===== src/rtl/mem_req_arbiter.sv =====
// mem_req_arbiter: shares one write-through memory request channel between the
// icache miss unit (port 0, reads only) and the dcache miss/write-buffer unit
// (port 1, reads and writes).
//
// Arbitration is round-robin. When the downstream applies backpressure, the
// grant and its payload are held in a register until the handshake completes.
// The downstream tag is {source, local tid}, and returns are routed back by
// the top bit of that tag. Each source has an in-flight counter that caps
// issue. Port-1 stores have an additional in-flight cap.
//
// Optional feature: define MEM_ARB_PERF_EN to add ic_stall_cnt_o and
// dc_stall_cnt_o. Each is a saturating count of the cycles in which its port
// had valid high and ready low.
//
// Ports:
//   clk_i, rst_i                  clock, asynchronous active-high reset
//   ic_req_valid_i/ready_o        icache request handshake
//   ic_req_addr_i/tid_i           icache address and local id
//   dc_req_valid_i/ready_o        dcache request handshake
//   dc_req_we_i/addr_i/wdata_i    dcache write flag, address and write data
//   dc_req_tid_i                  dcache local id
//   mem_req_valid_o/ready_i       downstream request handshake
//   mem_req_we_o/addr_o/wdata_o   downstream payload
//   mem_req_tid_o                 {source, local tid}
//   mem_rtrn_valid_i/tid_i        downstream return (no backpressure)
//   ic_rtrn_valid_o               return belongs to the icache
//   dc_rtrn_valid_o               return belongs to the dcache
//   rtrn_tid_o                    local tid of the current return
//   idle_o                        nothing outstanding on either source
//   err_o                         sticky: return for a source with nothing outstanding
module mem_req_arbiter #(
  parameter int unsigned TidWidth             = 2,
  parameter int unsigned AddrWidth            = 64,
  parameter int unsigned DataWidth            = 64,
  parameter int unsigned MaxOutstanding       = 4,
  parameter int unsigned MaxOutstandingStores = 7
) (
  input  logic                 clk_i,
  input  logic                 rst_i,
  input  logic                 ic_req_valid_i,
  output logic                 ic_req_ready_o,
  input  logic [AddrWidth-1:0] ic_req_addr_i,
  input  logic [TidWidth-1:0]  ic_req_tid_i,
  output logic                 ic_rtrn_valid_o,
  input  logic                 dc_req_valid_i,
  output logic                 dc_req_ready_o,
  input  logic                 dc_req_we_i,
  input  logic [AddrWidth-1:0] dc_req_addr_i,
  input  logic [DataWidth-1:0] dc_req_wdata_i,
  input  logic [TidWidth-1:0]  dc_req_tid_i,
  output logic                 dc_rtrn_valid_o,
  output logic                 mem_req_valid_o,
  input  logic                 mem_req_ready_i,
  output logic                 mem_req_we_o,
  output logic [AddrWidth-1:0] mem_req_addr_o,
  output logic [DataWidth-1:0] mem_req_wdata_o,
  output logic [TidWidth:0]    mem_req_tid_o,
  input  logic                 mem_rtrn_valid_i,
  input  logic [TidWidth:0]    mem_rtrn_tid_i,
  output logic [TidWidth-1:0]  rtrn_tid_o,
  output logic                 idle_o,
`ifdef MEM_ARB_PERF_EN
  output logic [31:0]          ic_stall_cnt_o,
  output logic [31:0]          dc_stall_cnt_o,
`endif
  output logic                 err_o
);

  localparam int unsigned CntWidth   = $clog2(MaxOutstanding + 1);
  localparam int unsigned StCntWidth = $clog2(MaxOutstandingStores + 1);
  localparam int unsigned NumTids    = 1 << TidWidth;

  typedef enum logic {ST_IDLE, ST_LOCKED} state_e;

  typedef struct packed {
    logic                 src;
    logic                 we;
    logic [AddrWidth-1:0] addr;
    logic [DataWidth-1:0] wdata;
    logic [TidWidth-1:0]  tid;
  } req_t;

  state_e                state_q;
  req_t                  hold_q;
  logic                  rr_q;
  logic [CntWidth-1:0]   cnt0_q, cnt1_q, cnt0_d, cnt1_d;
  logic [StCntWidth-1:0] st_cnt_q, st_cnt_d;
  logic [NumTids-1:0]    we_tbl_q;

  req_t sel_c, out_c;
  logic elig0_c, elig1_c, pick1_c, arb_valid_c, out_valid_c, accept_c;
  logic iss0_c, iss1_c, st_iss_c, ret0_c, ret1_c, st_ret_c;

  // Eligibility and round-robin pick (rr_q = 0 favours port 0)
  always_comb begin
    elig0_c     = ic_req_valid_i && (cnt0_q < CntWidth'(MaxOutstanding));
    elig1_c     = dc_req_valid_i && (cnt1_q < CntWidth'(MaxOutstanding)) &&
                  (!dc_req_we_i || (st_cnt_q < StCntWidth'(MaxOutstandingStores)));
    pick1_c     = elig1_c && (!elig0_c || rr_q);
    arb_valid_c = elig0_c || elig1_c;
  end

  // Payload of the freshly arbitrated port
  always_comb begin
    sel_c = '0;
    if (pick1_c) begin
      sel_c.src   = 1'b1;
      sel_c.we    = dc_req_we_i;
      sel_c.addr  = dc_req_addr_i;
      sel_c.wdata = dc_req_wdata_i;
      sel_c.tid   = dc_req_tid_i;
    end else begin
      sel_c.addr  = ic_req_addr_i;
      sel_c.tid   = ic_req_tid_i;
    end
  end

  // While locked, the held payload drives the channel; otherwise the pick
  // passes through combinationally for zero-latency issue.
  always_comb begin
    out_c       = (state_q == ST_LOCKED) ? hold_q : sel_c;
    out_valid_c = !rst_i && ((state_q == ST_LOCKED) || arb_valid_c);
    accept_c    = out_valid_c && mem_req_ready_i;
  end

  assign mem_req_valid_o = out_valid_c;
  assign mem_req_we_o    = out_c.we;
  assign mem_req_addr_o  = out_c.addr;
  assign mem_req_wdata_o = out_c.wdata;
  assign mem_req_tid_o   = {out_c.src, out_c.tid};
  assign ic_req_ready_o  = accept_c && !out_c.src;
  assign dc_req_ready_o  = accept_c && out_c.src;

  // Return routing by the source bit of the tag
  assign ic_rtrn_valid_o = !rst_i && mem_rtrn_valid_i && !mem_rtrn_tid_i[TidWidth];
  assign dc_rtrn_valid_o = !rst_i && mem_rtrn_valid_i &&  mem_rtrn_tid_i[TidWidth];
  assign rtrn_tid_o      = mem_rtrn_tid_i[TidWidth-1:0];

  // Issue/return events feeding the counters
  always_comb begin
    iss0_c   = accept_c && !out_c.src;
    iss1_c   = accept_c &&  out_c.src;
    st_iss_c = iss1_c && out_c.we;
    ret0_c   = mem_rtrn_valid_i && !mem_rtrn_tid_i[TidWidth];
    ret1_c   = mem_rtrn_valid_i &&  mem_rtrn_tid_i[TidWidth];
    st_ret_c = ret1_c && we_tbl_q[mem_rtrn_tid_i[TidWidth-1:0]];
  end

  // Counter next state: simultaneous issue and return cancel out; decrements
  // saturate at zero. Increments cannot overflow because eligibility blocks
  // issue at the cap.
  always_comb begin
    cnt0_d   = cnt0_q;
    cnt1_d   = cnt1_q;
    st_cnt_d = st_cnt_q;
    if (iss0_c && !ret0_c) begin
      cnt0_d = cnt0_q + CntWidth'(1);
    end else if (ret0_c && !iss0_c && (cnt0_q != '0)) begin
      cnt0_d = cnt0_q - CntWidth'(1);
    end
    if (iss1_c && !ret1_c) begin
      cnt1_d = cnt1_q + CntWidth'(1);
    end else if (ret1_c && !iss1_c && (cnt1_q != '0)) begin
      cnt1_d = cnt1_q - CntWidth'(1);
    end
    if (st_iss_c && !st_ret_c) begin
      st_cnt_d = st_cnt_q + StCntWidth'(1);
    end else if (st_ret_c && !st_iss_c && (st_cnt_q != '0)) begin
      st_cnt_d = st_cnt_q - StCntWidth'(1);
    end
  end

  // Lock FSM, round-robin pointer, in-flight bookkeeping and status flags
  always_ff @(posedge clk_i or posedge rst_i) begin
    if (rst_i) begin
      state_q  <= ST_IDLE;
      hold_q   <= '0;
      rr_q     <= 1'b0;
      cnt0_q   <= '0;
      cnt1_q   <= '0;
      st_cnt_q <= '0;
      we_tbl_q <= '0;
      err_o    <= 1'b0;
      idle_o   <= 1'b1;
    end else begin
      if (state_q == ST_IDLE) begin
        if (arb_valid_c && !mem_req_ready_i) begin
          state_q <= ST_LOCKED;
          hold_q  <= sel_c;
        end
      end else if (mem_req_ready_i) begin
        state_q <= ST_IDLE;
      end
      if (accept_c) begin
        rr_q <= ~out_c.src;
      end
      // Write flag is remembered per dcache local tid so the return knows
      // whether it acknowledges a store.
      if (iss1_c) begin
        we_tbl_q[out_c.tid] <= out_c.we;
      end
      cnt0_q   <= cnt0_d;
      cnt1_q   <= cnt1_d;
      st_cnt_q <= st_cnt_d;
      err_o    <= err_o || (ret0_c && (cnt0_q == '0)) || (ret1_c && (cnt1_q == '0));
      idle_o   <= (cnt0_d == '0) && (cnt1_d == '0);
    end
  end

`ifdef MEM_ARB_PERF_EN
  // Saturating wait-cycle counters per port
  always_ff @(posedge clk_i or posedge rst_i) begin
    if (rst_i) begin
      ic_stall_cnt_o <= '0;
      dc_stall_cnt_o <= '0;
    end else begin
      if (ic_req_valid_i && !ic_req_ready_o && (ic_stall_cnt_o != '1)) begin
        ic_stall_cnt_o <= ic_stall_cnt_o + 32'd1;
      end
      if (dc_req_valid_i && !dc_req_ready_o && (dc_stall_cnt_o != '1)) begin
        dc_stall_cnt_o <= dc_stall_cnt_o + 32'd1;
      end
    end
  end
`endif

endmodule


===== config.mk =====
export PLATFORM = sky130hd
export DESIGN_NAME = mem_req_arbiter
export DESIGN_NICKNAME = d
export VERILOG_FILES = /design/src/rtl/mem_req_arbiter.sv
export SDC_FILE = /design/constraint.sdc
export NUM_CORES = 1
export LEC_CHECK = 0
export BUFFER_PORTS_ARGS = -buffer_cell sky130_fd_sc_hd__buf_2
export CAP_MARGIN = 10
export CORE_ASPECT_RATIO = 1.75
export CORE_MARGIN = 10
export CORE_UTILIZATION = 40
export DETAILED_ROUTE_END_ITERATION = 10
export PLACE_DENSITY = 0.65
export SYNTH_ARGS = -nofsm -noshare
export SYNTH_HDL_FRONTEND = slang
export SYNTH_SLANG_ARGS = --single-unit
export TNS_END_PERCENT = 10

===== constraint.sdc =====
create_clock -name clk_i -period 14.25 [get_ports clk_i]
set_clock_uncertainty 0.15 [all_clocks]
set_input_delay 2.85 -clock clk_i [delete_from_list [all_inputs] [get_ports clk_i]]
set_output_delay 2.85 -clock clk_i [all_outputs]
set_load 0.005 [all_outputs]

==> flow_summary.ini, run 1 <==
[placed_design]
pre_cts_ws_ns = 5.769
post_dp_cell_area_um2 = 9911
gp_congestion = 0.8632
placed_cells = 1526
portBuffers = 346
dp_hpwl_um = 19580

[power_and_ir_drop]
ir_drop_v = 0.0001138
total_power_mw = 1.974
p_leak_nw = 5.533
power_density_nw_per_um2 = 186.4

[sta]
min_period_ns = 8.457
slew_violations = 0
clock.fmax_mhz = 118.3
setup_viol = 0
worst_slack_ns = 5.793
rsz0062_at_grt = no
final.period_utilization = 0.5934
finalSetupTns_ns = 0
tightest_slew_ns = 1.060
hold_viol = 0
relSlewSlack = 0.2933

[synth]
synth_edf_count = 0
ys_warn_count = 0
syn_area_per_cell_um2 = 8.068
ys_ff_latch = 149
ys.flop_type = dfrtp_1
ys_seq_area_frac = 0.4605
synth_top_cell_by_area = dfrtp_1
ys_top_cells_by_area = dfrtp_1 (46%), nand2_1 (13%), o21ai_0 (12%), mux2i_1 (8.3%), a21oi_1 (4.3%)
ys_top_cells_by_count = nand2_1 (277), o21ai_0 (199), dfrtp_1 (148)
syn_nets = 1217
yosys.area.top_type_share = 0.4572
async_flop_share = 1.000
synth_area_um2 = 8100
synth_cell_types = 51
synth_most_common_cell = nand2_1
syn_inst = 1004

[critical_path]
worstSetupStartpointType = input port
r2r-start = state_q
crit_fanout = 42
cp.arrival_ns = 5.46
crit_chain = buf_2 > nor3b_1 > or3_4 > buf_4 > mux2i_1 > a21oi_1 > buf_2
reg2reg_depth = 8
path_buf_inv = 3
crit_top_cell = buf_2
reg2reg_to = idle_o
path_delay_family = simple AND/OR/NAND/NOR gates
crit_slowest_cell = buf_4
max_stage_delay_ns = 0.67
required_ns = 11.25
r2r_slack_ns = 10.78
end_kind = output pin
path_class = input port to output pin

[cts]
cts.sinks = 149
post_cts_buffers = 0
clkTransAtPathRegs_ns = 0.06
hold_buffers = 0
cts_made_buffers = 17
cts-resized-gates = 0
cts.path.max_buffers = 2
cts_tree = built
cts-root-buf = clkbuf_16
clkLatencyLatePin_ns = 0.42
cts.htree.levels = 4

[cells_and_area]
fin_nets = 1513
area_growth_pct = 30.74
postLayoutCellArea_um2 = 10590
instances_no_fill = 1562
fillCellCount = 1913
drive_gt1_frac = 0.3064

[grt]
antenna_found_initial = 7
track_usage = 0.1912
grt_pass1_vias = 7812
grt_max_degree = 122
grt_pass1_wl_um = 41280
overflow = 0

[floorplanning]
core-area_um2 = 19820
core.rowCount = 68
initial_core_util = 0.4086
dieWidth_um = 127.6
die_h_um = 208.3
ios = 347
die-area_um2 = 26570

[detailed_routing]
drc = 0
vias = 7833
via_per_inst = 5.015
first_iter_violations = 457
wl_um = 26070
ant_nets = 0
first_pass_iters = 4
wl_per_cell_um = 16.69

[min_path]
min_from = err_o
min_delay_worst_endpoint = err_o
whs_path_depth = 1
hp-class = register to register

[flow_run]
maxCapViolations = 0

[outcome]
status = finished clean
routing by layer:
metal | part of all wire | vias to the layer above | GRT usage
li1 | - | 3979 | -
met1 | 0.39 | 3572 | 0.2113
met2 | 0.50 | 245 | 0.3234
met3 | 0.088 | 33 | 0.07254
met4 | 0.020 | 4 | 0.07115
met5 | 0.0010 | - | 0
placed cells by master, fill, tap and decap left out, types with 2 or more instances in the layout:
| cell type | instances |
|---|---|
| nand2_1 | 277 |
| nor3b_1 | 3 |
| buf_4 | 8 |
| o21ai_0 | 199 |
| nand3_1 | 8 |
| inv_1 | 7 |
| o41ai_2 | 2 |
| a21oi_1 | 70 |
| mux2_2 | 4 |
| bufinv_16 | 5 |
| clkbuf_8 | 5 |
| nor2_1 | 79 |
| clkinv_2 | 2 |
| buf_2 | 346 |
| nor3_1 | 4 |
| nand4_1 | 5 |
| mux2_1 | 4 |
| diode_2 | 5 |
| clkbuf_16 | 17 |
| mux2_4 | 2 |
| dfrtp_1 | 147 |
| ha_1 | 6 |
| mux2i_1 | 67 |
| nand2b_1 | 4 |
| xnor2_1 | 2 |
| nor2b_1 | 5 |
state kept, by name, summed over array words and instances, names as in the netlist:
signal,flops
hold_q,132
st_cnt_q,3
err_o,1
rr_q,1
we_tbl_q,4
cnt1_q,3
state_q,1
idle_o,1
cnt0_q,3
logic make-up after synthesis:
| logic type | count (synthesis) | share of synthesized area |
|---|---|---|
| AND/OR/NAND/NOR | 394 | 0.1945 |
| AO/OA/AOI/OAI | 287 | 0.1857 |
| flip-flops | 149 | 0.4605 |
| buffers and inverters | 86 | 0.04402 |
| multiplexers | 78 | 0.1004 |
| adder cells (fa/ha/maj) | 7 | 0.01174 |
| XOR/XNOR | 3 | 0.003244 |
stage by stage:
step	hold slack [ns]	utilization
after detailed placement	0.2924	0.4999
after floorplan	0.2997	-
after CTS	0.3072	0.5336
after global placement	0.2882	0.4999
final	0.3104	0.5342
after global routing	0.3269	0.5338
area by class of cell:
type                       count  area, um2  area share
antenna                        5      12.51    0.001181
clock buffer                  23      498.0     0.04702
clock inverter                 8      168.9     0.01595
inverter                       9      41.29    0.003899
multi-input combinational    769       4038      0.3813
sequential                   149       3734      0.3526
tap                          245      306.5     0.02895
timing repair buffer         354       1792      0.1692
worst max path at each step:
| stage | cells past startpoint | slack, ns | to | startpoint |
|---|---|---|---|---|
| 2_1_floorplan | 7 | 6.92 | mem_req_addr_o[10] | ic_req_valid_i |
| 3_3_place_gp | 7 | 5.84 | mem_req_addr_o[11] | ic_req_valid_i |
| 3_5_place_dp | 7 | 5.77 | mem_req_addr_o[6] | ic_req_valid_i |
| 4_1_cts | 7 | 5.77 | mem_req_addr_o[40] | ic_req_valid_i |
| 5_1_grt | 7 | 5.62 | mem_req_addr_o[23] | ic_req_valid_i |
| 6_report | 7 | 5.79 | mem_req_addr_o[2] | ic_req_valid_i |
power breakdown:
part | internal, mW | switching (mW) | total [mW]
logic | 0.314 | 0.443 | 0.757
registers | 0.605 | 0.107 | 0.711
clock network | 0.333 | 0.172 | 0.505
total | 1.25 | 0.722 | 1.97
Note: power is estimated with default switching activity, not from simulation.
==> run 2, diff against run 1 <==
--- a/config.mk
+++ b/config.mk
@@ -11,7 +11,7 @@
 export CORE_MARGIN = 10
 export CORE_UTILIZATION = 40
 export DETAILED_ROUTE_END_ITERATION = 10
-export PLACE_DENSITY = 0.65
+export PLACE_DENSITY = 0.68
 export SYNTH_ARGS = -nofsm -noshare
 export SYNTH_HDL_FRONTEND = slang
 export SYNTH_SLANG_ARGS = --single-unit
==> constraint.sdc (replaced) <==
create_clock -name clk_i -period 7.5 [get_ports clk_i]
set_clock_uncertainty 0.15 [all_clocks]
set_input_delay 1.5 -clock clk_i [delete_from_list [all_inputs] [get_ports clk_i]]
set_output_delay 1.5 -clock clk_i [all_outputs]
set_load 0.005 [all_outputs]
==> run 2 against run 1 <==
Global-route usage decreased by 0.47 points. Clock-buffer cell count down 4. Worst hold slack got worse by 0.011 ns. Wire length shrank 2.2%. Cell area down 0.27%. Register-to-register slack worse by 6.8 ns. Via count grew 0.75%. Largest cell class unchanged.
==> flow_summary.ini, run 2 (same netlist as run 1, synthesis figures left out) <==
[critical_path]
reg2reg_depth = 6
crit_fanout = 55
path_class = input port to output pin
cp.arrival_ns = 4.03
worstSetupStartpointType = input port
r2r-start = cnt0_q[2]
end_kind = output pin
required_ns = 5.85
reg2reg_to = we_tbl_q[2]
r2r_slack_ns = 3.95

[cts]
post_cts_buffers = 0
cts_tree = built
cts.path.max_buffers = 2
clkTransAtPathRegs_ns = 0.06
cts.sinks = 149
cts.htree.levels = 4
cts_made_buffers = 17
clkLatencyLatePin_ns = 0.43
cts-resized-gates = 0
hold_buffers = 0
cts-root-buf = clkbuf_16

[sta]
setup_viol = 0
rsz0062_at_grt = no
worst_slack_ns = 1.822
hold_viol = 0
finalSetupTns_ns = 0
timing.hold.ws_ns = 0.2990
final.period_utilization = 0.7570
relSlewSlack = 0.1718
clock.fmax_mhz = 176.1
tightest_slew_ns = 1.242
slew_violations = 0
min_period_ns = 5.678

[power_and_ir_drop]
p_leak_nw = 5.514
ir_drop_v = 0.0002570
power_density_nw_per_um2 = 350.5

[cells_and_area]
top_regs = hold_q (132), we_tbl_q (4)
largest_register_ffs = 132
mostFrequentLayoutCell = buf_2
drive_gt1_frac = 0.3077
layout_common_cells = buf_2 (346), nand2_1 (277), o21ai_0 (199)
area_growth_pct = 30.38
post-route-util = 0.5328
regMostFlops = hold_q
fin_nets = 1513
postLayoutCellArea_um2 = 10560

[detailed_routing]
vias = 7892
ant_nets = 0
via_per_inst = 5.059
wl_per_cell_um = 16.35
first_pass_iters = 4
wl_um = 25510
first_iter_violations = 420
drc = 0

[grt]
grt_pass1_wl_um = 40750
grt_max_degree = 263
met2_usage = 0.3255
overflow = 0
grtUsageMet1 = 0.1910
gr-max-usage-layer = met2
track_usage = 0.1865
grtUsageMet3 = 0.08475
grt_pass1_vias = 7893
antenna_found_initial = 5

[floorplanning]
core-area_um2 = 19820
dieWidth_um = 127.6
initial_core_util = 0.4086
core.rowCount = 68
die-area_um2 = 26570
ios = 347
die_h_um = 208.3

[placed_design]
gp_congestion = 0.8386
portBuffers = 346
dp_hpwl_um = 18920
post_dp_cell_area_um2 = 9923
pre_cts_ws_ns = 1.848

[min_path]
min_from = err_o
whs_path_depth = 1
min_delay_worst_endpoint = err_o
hp-class = register to register

[outcome]
status = finished clean

[flow_run]
maxCapViolations = 0
==> run 2: cell count changes in the layout (fill, tap and decap cells not counted), sizes merged <==
cell / previous run / this run
bufinv: 5 / 4
clkbuf: 23 / 19
clkinv: 3 / 6
clkinvlp: 0 / 3
diode: 5 / 2
==> run 2: final cells by class <==
class / instances / area [um2]
Multi-Input combinational cell: 769 / 4038
Clock inverter: 13 / 180.2
Antenna cell: 2 / 5.005
Fill cell: 1891 / 9263
Sequential cell: 149 / 3734
Inverter: 9 / 41.29
Tap cell: 245 / 306.5
Clock buffer: 19 / 452.9
Timing Repair Buffer: 354 / 1804
==> run 2: layer usage <==
layer,routed length [um],vias up
li1,-,3987
met1,9423,3590
met2,13010,281
met3,2516,30
met4,539,4
met5,21,-
==> run 2: metrics by stage <==
stage	power (mW)	std cells
after floorplan	2.263	1004
final	3.702	1560
after detailed placement	2.829	1526
after CTS	3.757	1558
after global placement	2.788	1526
after global routing	4.024	1559
==> run 2: worst max-delay path by stage <==
stage              startpoint  slack (ns)  cells after the start                  to
2_1_floorplan           rst_i        1.84                      1           cnt0_q[0]
3_3_place_gp   ic_req_valid_i        1.93                      6  mem_req_addr_o[35]
3_5_place_dp   ic_req_valid_i        1.85                      6  mem_req_addr_o[35]
4_1_cts        ic_req_valid_i        1.85                      6  mem_req_addr_o[35]
5_1_grt        ic_req_valid_i        1.69                      7  mem_req_addr_o[62]
6_report       ic_req_valid_i        1.82                      7  mem_req_addr_o[61]
==> run 2: report_power, final <==
group | switching [mW] | leakage [nW] | total, mW | internal [mW]
logic | 0.839 | 3.29 | 1.44 | 0.603
registers | 0.203 | 1.92 | 1.35 | 1.15
clock network | 0.336 | 0.305 | 0.908 | 0.572
total | 1.38 | 5.51 | 3.70 | 2.32
==> run 2: worst max-delay path, cell delays in order <==
cell     delay (ns)
buf_2          0.09
nor3b_1        0.64
or3_4          0.88
buf_4          0.32
mux2i_1        0.24
a21oi_1        0.10
buf_2          0.18
